--- src/rtl/fetch_unit.sv ---
// Instruction-fetch stage feeding decode.
// Issues sequential word-aligned PCs to instruction memory over a
// single-outstanding req/ack handshake. Returned words go into a
// DEPTH-entry prefetch FIFO. The FIFO head is popped into ir/pc_out
// each unstalled cycle; NOP bubbles are inserted when the FIFO is empty.
// Ports:
//   clock, reset              stage clock, async active-high reset
//   stall_if                  decode hold: freeze ir/pc_out/ir_valid, no pop
//   redirect, redirect_pc     taken branch: flush FIFO, refetch from redirect_pc
//   imem_req/addr/ack/data    instruction memory handshake
//   ir, pc_out, ir_valid      registered instruction, its PC, and a valid flag
module fetch_unit #(
  parameter logic [0:31] RESET_PC = 32'h0000_0000,
  parameter int unsigned DEPTH    = 4,
  parameter logic [0:31] NOP_WORD = 32'h0000_0000
) (
  input  logic        clock,
  input  logic        reset,
  input  logic        stall_if,
  input  logic        redirect,
  input  logic [0:31] redirect_pc,
  output logic        imem_req,
  output logic [0:31] imem_addr,
  input  logic        imem_ack,
  input  logic [0:31] imem_data,
  output logic [0:31] ir,
  output logic [0:31] pc_out,
  output logic        ir_valid
);

  localparam int unsigned AW = $clog2(DEPTH);
  localparam int unsigned CW = AW + 1;

  typedef enum logic [1:0] {
    ST_IDLE,
    ST_WAIT,
    ST_DROP
  } state_t;

  state_t        state, state_next;
  logic [0:31]   fetch_pc, fetch_pc_next;
  logic          req_next;
  logic          push, pop, flush;
  logic [CW-1:0] count, count_pop;
  logic [AW-1:0] rd_ptr, wr_ptr;
  logic [0:31]   fifo_pc [DEPTH];
  logic [0:31]   fifo_ir [DEPTH];

  // State register
  always_ff @(posedge clock or posedge reset) begin
    if (reset) state <= ST_IDLE;
    else       state <= state_next;
  end

  // Next state, handshake control and FIFO push/pop decisions
  always_comb begin
    state_next    = state;
    req_next      = 1'b0;
    push          = 1'b0;
    flush         = 1'b0;
    fetch_pc_next = fetch_pc;
    pop           = !redirect && !stall_if && (count != '0);
    count_pop     = count - CW'(pop);

    if (redirect) begin
      flush         = 1'b1;
      fetch_pc_next = redirect_pc & 32'hFFFF_FFFC;
      unique case (state)
        // Without an ack the in-flight response is still owed and must be dropped
        ST_WAIT: state_next = imem_ack ? ST_IDLE : ST_DROP;
        ST_DROP: state_next = imem_ack ? ST_IDLE : ST_DROP;
        default: state_next = ST_IDLE;
      endcase
    end else begin
      unique case (state)
        ST_IDLE: begin
          if (count_pop < CW'(DEPTH)) begin
            state_next = ST_WAIT;
            req_next   = 1'b1;
          end
        end
        ST_WAIT: begin
          req_next = 1'b1;
          if (imem_ack) begin
            push          = 1'b1;
            fetch_pc_next = fetch_pc + 32'd4;
            // Next request needs a free slot after this cycle's push and pop
            if (count_pop >= CW'(DEPTH - 1)) begin
              state_next = ST_IDLE;
              req_next   = 1'b0;
            end
          end
        end
        ST_DROP: begin
          if (imem_ack) state_next = ST_IDLE;
        end
        default: state_next = ST_IDLE;
      endcase
    end
  end

  // Fetch PC, memory request outputs, FIFO pointers and decode outputs
  always_ff @(posedge clock or posedge reset) begin
    if (reset) begin
      fetch_pc  <= RESET_PC;
      imem_req  <= 1'b0;
      imem_addr <= RESET_PC;
      rd_ptr    <= '0;
      wr_ptr    <= '0;
      count     <= '0;
      ir        <= NOP_WORD;
      pc_out    <= '0;
      ir_valid  <= 1'b0;
    end else begin
      fetch_pc  <= fetch_pc_next;
      imem_req  <= req_next;
      imem_addr <= fetch_pc_next;

      if (flush) begin
        rd_ptr <= '0;
        wr_ptr <= '0;
        count  <= '0;
      end else begin
        if (push) wr_ptr <= wr_ptr + AW'(1);
        if (pop)  rd_ptr <= rd_ptr + AW'(1);
        count <= count + CW'(push) - CW'(pop);
      end

      if (redirect) begin
        ir       <= NOP_WORD;
        ir_valid <= 1'b0;
      end else if (!stall_if) begin
        if (count != '0) begin
          ir       <= fifo_ir[rd_ptr];
          pc_out   <= fifo_pc[rd_ptr];
          ir_valid <= 1'b1;
        end else begin
          // Bubble: pc_out keeps the last real PC
          ir       <= NOP_WORD;
          ir_valid <= 1'b0;
        end
      end
    end
  end

  // FIFO storage
  always_ff @(posedge clock) begin
    if (push) begin
      fifo_pc[wr_ptr] <= fetch_pc;
      fifo_ir[wr_ptr] <= imem_data;
    end
  end

endmodule
--- config.mk ---
export PLATFORM = sky130hd
export DESIGN_NAME = fetch_unit
export DESIGN_NICKNAME = d
export VERILOG_FILES = /design/src/rtl/fetch_unit.sv
export SDC_FILE = /design/constraint.sdc
export NUM_CORES = 1
export LEC_CHECK = 0
export CAP_MARGIN = 15
export CORE_UTILIZATION = 55
export CTS_CLUSTER_SIZE = 16
export DETAILED_ROUTE_END_ITERATION = 8
export GPL_ROUTABILITY_DRIVEN = 1
export HOLD_SLACK_MARGIN = 0.06
export PLACE_DENSITY = 0.86
export SETUP_SLACK_MARGIN = 0.5
export SYNTH_ARGS = -nofsm -noshare
export SYNTH_HDL_FRONTEND = slang
export SYNTH_SLANG_ARGS = --single-unit
--- constraint.sdc ---
create_clock -name clock -period 4.4 [get_ports clock]
set_input_delay 0.88 -clock clock [delete_from_list [all_inputs] [get_ports clock]]
set_output_delay 0.88 -clock clock [all_outputs]
set_load 0.01 [all_outputs]
After elaboration in Yosys (flattened, before gate mapping)
Memory sizes are Yosys's and may differ from the RTL's. A register that Yosys moved wholly into a read port is not among the register bits. Cells that the tools add are included.

Flip-flop bits (word level): 75. RAM bits: 256. Output and inout bits: 98. Memories kept: 2.

Add/sub/neg operators: 6. Magnitude comparators: 2. Equality and inequality tests: 7. Multiplexer cells: 33. Bitwise gates (word level): 2. Reduce and logical (&&, ||, !) cells: 14.

Memories: fifo_ir (words 4, bits a word 32, rd ports 1, clocked after memory_dff 0, wr ports 1, RTL line 47) `logic [0:31] fifo_ir [DEPTH];`; fifo_pc (words 4, bits a word 32, rd ports 1, clocked after memory_dff 1, wr ports 1, RTL line 46) `logic [0:31] fifo_pc [DEPTH];`.

Operator list (count): two-way mux 32 bit (6); adder 32 x 3 -> 32 bit, second input constant (1); two-way mux 2 bit (11); two-way mux 1 bit (13); inequality test 3 bit, second input constant (4); nonzero test 2 bit (4); case mux 2 bit (3 select lines) (1); subtractor 3 x 1 -> 3 bit (2); adder 2 x 1 -> 2 bit, second input constant (2); AND reduction 4 bit (1); adder 3 x 1 -> 3 bit (1); greater-or-equal comparator 3 x 2 -> 1 bit, second input constant (1); less-than comparator 3 bit, second input constant (1); two-way mux 3 bit (1); AND reduction 3 bit (1); nonzero test 3 bit (1); equality test 2 x 1 -> 1 bit, second input constant (1); equality test 2 bit, second input constant (1); logical AND 1 bit (2); logical NOT 1 bit (2); logical NOT 2 bit (1); inequality test 2 x 1 -> 1 bit, second input constant (1); inverter 1 bit (2); case mux 1 bit (2 select lines) (1); other kinds (2) (2).

Longest topological paths before layout
Gate-level depths: netlist of run 1.

Word-level depth: 9. Gate-level depth with buffers: 10.

Worst setup path before layout of run 1
Ideal clock, no wire load.

Kind: input-to-reg. From: in redirect. To: mem fifo_ir[0][0] (netlist name), enable pin. Arrival time: 2.940 ns. Data required time: 3.973 ns. Slack: 1.033 ns. Stages: 4. Buffers on the path: 2. Cell sequence: clkbuf_1 clkbuf_1 nor2_1 and2_1.

Word-level cells in the longest chain between the ends: 3.

RTL lines: start, declared (RTL line 20) `input logic redirect,`; two-way mux 1 bit (RTL line 65) `if (redirect) begin`; two-way mux 1 bit (RTL line 148) `if (push) begin`; two-way mux 1 bit (implied by the code) (RTL line 150) `fifo_ir[wr_ptr] <= imem_data;`; end, declared (RTL line 47).

Every way passes these cells.

Final worst setup path of run 1
From: in imem_ack. To: mem fifo_ir[3][26] (netlist name), enable pin.

Word-level cells in the longest chain between the ends: 5.

RTL lines: start, declared (RTL line 24) `input logic imem_ack,`; two-way mux 1 bit (RTL line 84) `if (imem_ack) begin`; two-way mux 1 bit (RTL line 75) `unique case (state)`; two-way mux 1 bit (RTL line 65); two-way mux 1 bit (RTL line 148); two-way mux 1 bit (implied by the code) (RTL line 150).

Every way passes these cells.

==> results of run 1 <==
-- final cells by class --
type	instances	area [sq um]
Sequential cell	351	10000
Fill cell	1524	7480
Multi-Input combinational cell	337	3400
Timing Repair Buffer	169	1730
Clock buffer	53	1060
Tap cell	324	405
Clock inverter	15	163
Inverter	12	47.5
-- stage by stage --
| stage | utilization, % | total power, mW | std cells |
|---|---|---|---|
| floorplan | - | 5.19 | 744 |
| global placement | 64.2 | 5.93 | 1193 |
| detailed placement | 64.2 | 6.00 | 1193 |
| CTS | 69.2 | 9.09 | 1261 |
| global route | 69.2 | 9.36 | 1261 |
| finish | 69.2 | 9.01 | 1261 |
-- final timing paths --
kind | start | to | slack (ns) | depth (start not counted)
setup / recovery | imem_ack | fifo_ir[3][26] | 1.63 | 5
hold / removal | ir_valid | ir_valid | 0.47 | 1
setup reg to reg | count[2] | state[0] | 1.78 | 8
hold reg to reg | ir_valid | ir_valid | 0.47 | 1
max in group asynchronous | reset | fetch_pc[19] | 2.80 | 3
min in group asynchronous | reset | ir[14] | 0.80 | 2
-- logic make-up (layout without fill, tap and decap cells) --
family	count (synthesis)	after routing	share of synthesized area, %
multiplexers	93	93	12.8
other	1	4	0.0275
buffers and inverters	56	249	1.84
flip-flops	351	351	73.4
AO/OA/AOI/OAI	82	82	4.51
adder cells (fa/ha/maj)	13	13	1.25
AND/OR/NAND/NOR	127	127	5.00
XOR/XNOR	18	18	1.16
-- per-layer routing --
metal | share of wire (%) | GRT usage (%) | vias up
met3 | 6.0 | 4.12 | 50
li1 | - | - | 3283
met2 | 51 | 37.9 | 257
met4 | 2.1 | 7.17 | 0
met1 | 41 | 30.3 | 3875
met5 | 0 | 0 | -
-- state kept, by name, summed over array words and instances, names as in the netlist --
| register | cells |
|---|---|
| imem_req | 1 |
| rd_ptr | 2 |
| fetch_pc | 30 |
| ir | 32 |
| state | 2 |
| wr_ptr | 2 |
| pc_out | 30 |
| count | 3 |
| fifo_ir | 128 |
| ir_valid | 1 |
| fifo_pc | 120 |
-- placed cells by master (no fill, tap or decap), types with 13 or more instances in the layout --
cell type / Yosys / final
nand2_1: 37 / 37
edfxtp_1: 248 / 248
mux2_2: 30 / 30
a22o_1: 32 / 32
clkdlybuf4s50_1: 0 / 159
nand3_1: 19 / 19
dfrtp_1: 103 / 101
o21ai_0: 18 / 18
clkbuf_16: 0 / 39
nor2_1: 13 / 13
mux4_2: 62 / 62
-- cell usage after synthesis, types with 13 or more instances --
library cell,number,area [sq um]
edfxtp_1,248,7450
dfrtp_1,103,2580
mux4_2,62,1400
nand2_1,37,139
a22o_1,32,280
mux2_2,30,338
clkbuf_1,23,86.3
nand3_1,19,95.1
o21ai_0,18,90.1
nor2_1,13,48.8
-- where the power goes --
group / switching (mW) / internal, mW / leakage [nW]
logic: 0.674 / 1.02 / 1.71
registers: 0.331 / 3.89 / 3.55
clock network: 1.24 / 1.86 / 0.595
total: 2.24 / 6.77 / 5.85
-- worst max-delay path: stages --
cell             delay (ns)
clkdlybuf4s50_1        0.62
nand2_1                0.22
nor2_1                 0.31
and2_4                 0.63
buf_12                 0.29
==> summary.txt, run 1 <==
outcome - finished clean
Critical Path AT - 2.97 ns
die width - 160 um
setup slack after layout - 1.63 ns
Routed WL per cell - 22.2 um
Leakage Power - 5.85 nW
Antenna Cells - 0
Starting Density - 56.1%
Via density - 5.92
CTS max path bufs - 3
fin. max-slew vios - 0
dpl hpwl - 16400 um
Netlist cell types - 51
total wire length - 28000 um
Post-Route Skew - 0.00978 ns
clock slew at reported path FFs - 0.06 ns
drt pass-1 iters - 5
RSZ-0062 raised after global routing - no
Fmax - 0.361 GHz
pin count of the biggest net entering global routing - 64
CTS Root Cell - clkbuf_16
setup TNS - 0 ns
Post-CTS Setup Inserts - 0
sequential-to-total area share from yosys stat - 73.4%
DRC errors left - 0
Starting DRT DRC Count - 544
die area - 0.0255 sq mm
Core Region - 0.0243 sq mm
I/O Buffers - 160
share of cells above drive strength 1 - 18.7%
Row Count - 57
H-tree depth - 2
GP Congestion - 0.732
dpl ws - 1.09 ns
Post-Syn Instances - 741
EDFF count, synth - 248
CP Capture Type - flop
fin nets - 990
startpoint types - input port
Syn Std Cell Area - 0.0136 sq mm
initial antenna violation count - 0
WS Path Type - input port to flop
final setup violation count - 0
CP required - 4.60 ns
Hold WS - 0.473 ns
worst slew pin tran - 0.994 ns
# IOs - 167
Num CTS Buffers - 37
Post-DP Area - 0.0156 sq mm
Final ANT Viol Nets - 0
headroom to the max-slew limit - 33.7%
gr usage total - 22.6%
Clock Sinks - 351
total vias in the final route - 7465
Power Density - 535 mW/mm^2
Tightest Hold Check Type - flop to flop
share of async-settable or async-resettable flops after synthesis - 29.3%
Layout area overhead - 23.3%
Vert. Die Dim - 160 um
vias in the first global route - 7749
Crit Path Max Fanout - 37
CTS resizes - 0
GR Overflow Total - 0
design area - 0.0168 sq mm
CTS tree - done
Post-CTS Hold Fix Bufs - 0
Main synth FF type - edfxtp_1
Yosys warnings - 0
Hold Violations, Final - 0
max-cap viol count - 0
fin crit period - 2.77 ns
Synth Area per Inst - 18.4 sq um
first-pass GRT wire length - 43700 um
worst vdd ir - 0.417 mV
#FFs+latches synth - 351
Final period util - 63.0%
Skew-Pair Late Insertion Delay - 0.51 ns
(Power assumes the default switching activity.)
==> run 2: changes to the inputs <==
Clock period 4.4 ns to 2.9 ns, I/O delays scaled along.
==> summary.txt, run 2 (same netlist as run 1, synthesis figures left out) <==
die area - 0.0255 sq mm (unchanged)
delay-heaviest family, CP - buffers and inverters
Post-DP Area - 0.0159 sq mm (+1.9%)
fin cells - 1281 (+1.6%)
Starting DRT DRC Count - 632 (+16%)
total wire length - 29000 um (+3.6%)
DRC errors left - 0 (unchanged)
GP Congestion - 0.749 (+2.3%)
initial antenna violation count - 0 (unchanged)
most common library cell in the layout ignoring fill and taps - edfxtp_1
Num CTS Buffers - 37 (unchanged)
setup slack after layout - 0.572 ns (-1.05 ns)
Regs by FF count - fifo_ir (128), fifo_pc (120), ir (32)
setup TNS - 0 ns (unchanged)
R2R Setup Slk - 0.62 ns (-1.16 ns)
vias in the first global route - 7982 (+3.0%)
fin nets - 1011 (+2.1%)
dpl ws - 0.180 ns (-0.908 ns)
Tightest Hold Check Type - flop to flop
headroom to the max-slew limit - 37.8% (+4.1 points)
share of cells above drive strength 1 - 20.3% (+1.6 points)
CTS tree - done
Hold Violations, Final - 0 (unchanged)
total vias in the final route - 7531 (+0.88%)
Vert. Die Dim - 160 um (unchanged)
max reg flops - 128 (unchanged)
CP max stage delay - 0.65 ns (+0.02 ns)
fin crit period - 2.33 ns
pin count of the biggest net entering global routing - 64 (unchanged)
Post-Route Skew - 0.0164 ns (+0.00665 ns)
Critical Path AT - 1.75 ns (-1.22 ns)
Layout area overhead - 25.0%
Final ANT Viol Nets - 0 (unchanged)
Stages on worst setup path - 1 (-4)
worst path bufs/invs - 1 (-1)
CTS Root Cell - clkbuf_16
max-cap viol count - 0 (unchanged)
Slowest-stage cell, CP - clkdlybuf4s50_1
CTS max path bufs - 3 (unchanged)
most frequent cells in the layout - edfxtp_1, clkdlybuf4s50_1, dfrtp_1
WS Path Type - flop to output port
fin. max-slew vios - 0 (unchanged)
Reg2Reg Capture Point - fetch_pc[0]
dpl hpwl - 17800 um (+8.4%)
Routed WL per cell - 22.6 um (+1.9%)
RSZ-0062 raised after global routing - no
Final period util - 80.3%
design area - 0.0171 sq mm (+1.3%)
worst slew pin tran - 0.933 ns (-0.0612 ns)
CP startpoint - fetch_pc[12]
Clock Sinks - 351 (unchanged)
reg2reg path depth - 4 (-4)
H-tree depth - 2 (unchanged)
Crit Path Max Fanout - 12 (-68%)
CP Capture Type - output port
Power Density - 790 mW/mm^2 (+48%)
Via density - 5.88 (-0.69%)
Skew-Pair Late Insertion Delay - 0.51 ns (about the same)
Row Count - 57 (unchanged)
first-pass GRT wire length - 45600 um (+4.4%)
Fill cells - 1476 (-3.1%)
Fmax - 0.430 GHz
Post-CTS Setup Inserts - 0 (unchanged)
startpoint types - flop
I/O Buffers - 160 (unchanged)
FF-to-FF Start - fetch_pc[16]
Core Region - 0.0243 sq mm (unchanged)
worst vdd ir - 0.520 mV (+25%)
Starting Density - 56.1% (unchanged)
clock slew at reported path FFs - 0.06 ns (about the same)
Design Power - 13.5 mW (+49%)
crit path to - imem_addr[12]
Largest Register - fifo_ir
die width - 160 um (unchanged)
Antenna Cells - 0 (unchanged)
outcome - finished clean
final setup violation count - 0 (unchanged)
# IOs - 167 (unchanged)
drt pass-1 iters - 5 (unchanged)
gr usage total - 23.7% (+1.0 points)
dpl cells - 1214 (+1.8%)
crit-path cells - clkdlybuf4s50_1
CP required - 2.32 ns (-2.28 ns)
Leakage Power - 5.95 nW (+1.6%)
GR Overflow Total - 0 (unchanged)
## run 2: cell types whose count changed in the layout (fill, tap and decap cells not counted), moves of 2 or more
cell	before	now
ha_1	12	10
buf_12	5	14
clkinv_1	3	7
clkbuf_8	3	5
buf_4	4	16
ha_2	0	2
clkinv_2	6	2
bufinv_16	3	0
## run 2: how the worst min path moves through the flow
stage,end,start,cells past startpoint
4_1_cts,ir_valid,ir_valid,1
3_3_place_gp,ir_valid,ir_valid,1
5_1_grt,ir_valid,ir_valid,1
6_report,ir_valid,ir_valid,1
2_1_floorplan,ir_valid,ir_valid,1
3_5_place_dp,ir_valid,ir_valid,1
## run 2: layer usage
layer  vias up  wire length, um  global-route usage, %
li1       3317                -                      -
met1      3835            11200                   30.5
met2       307            15100                   40.5
met3        72             1820                   4.40
met4         0              884                   8.39
met5         -                0                      0
## run 2: per-stage QoR
step                      utilization [%]  hold WS, ns
after global placement               65.4        0.459
after floorplan                         -        0.518
after detailed placement             65.4        0.465
after global routing                 70.1        0.501
after CTS                            70.1        0.477
final                                70.1        0.476
## run 2: what timing repair did
action,CTS,global route
hold buffers,0,0
setup endpoints to repair,0,4
gates resized for setup,0,2
## run 2: area by class of cell
| type | instances | area [sq um] | area share, % |
|---|---|---|---|
| flip-flops and latches | 351 | 10000 | 58.8 |
| multi-input cells | 337 | 3430 | 20.1 |
| repair buffers | 190 | 2000 | 11.7 |
| clock buffers | 55 | 1060 | 6.24 |
| well taps | 324 | 405 | 2.38 |
| clock inverters | 12 | 76.3 | 0.448 |
| inverters | 12 | 48.8 | 0.286 |
## run 2: where the power goes
group	total, mW	switching, mW	internal (mW)
clock	4.38	1.83	2.55
sequential	6.35	0.447	5.91
combinational	2.73	1.12	1.61
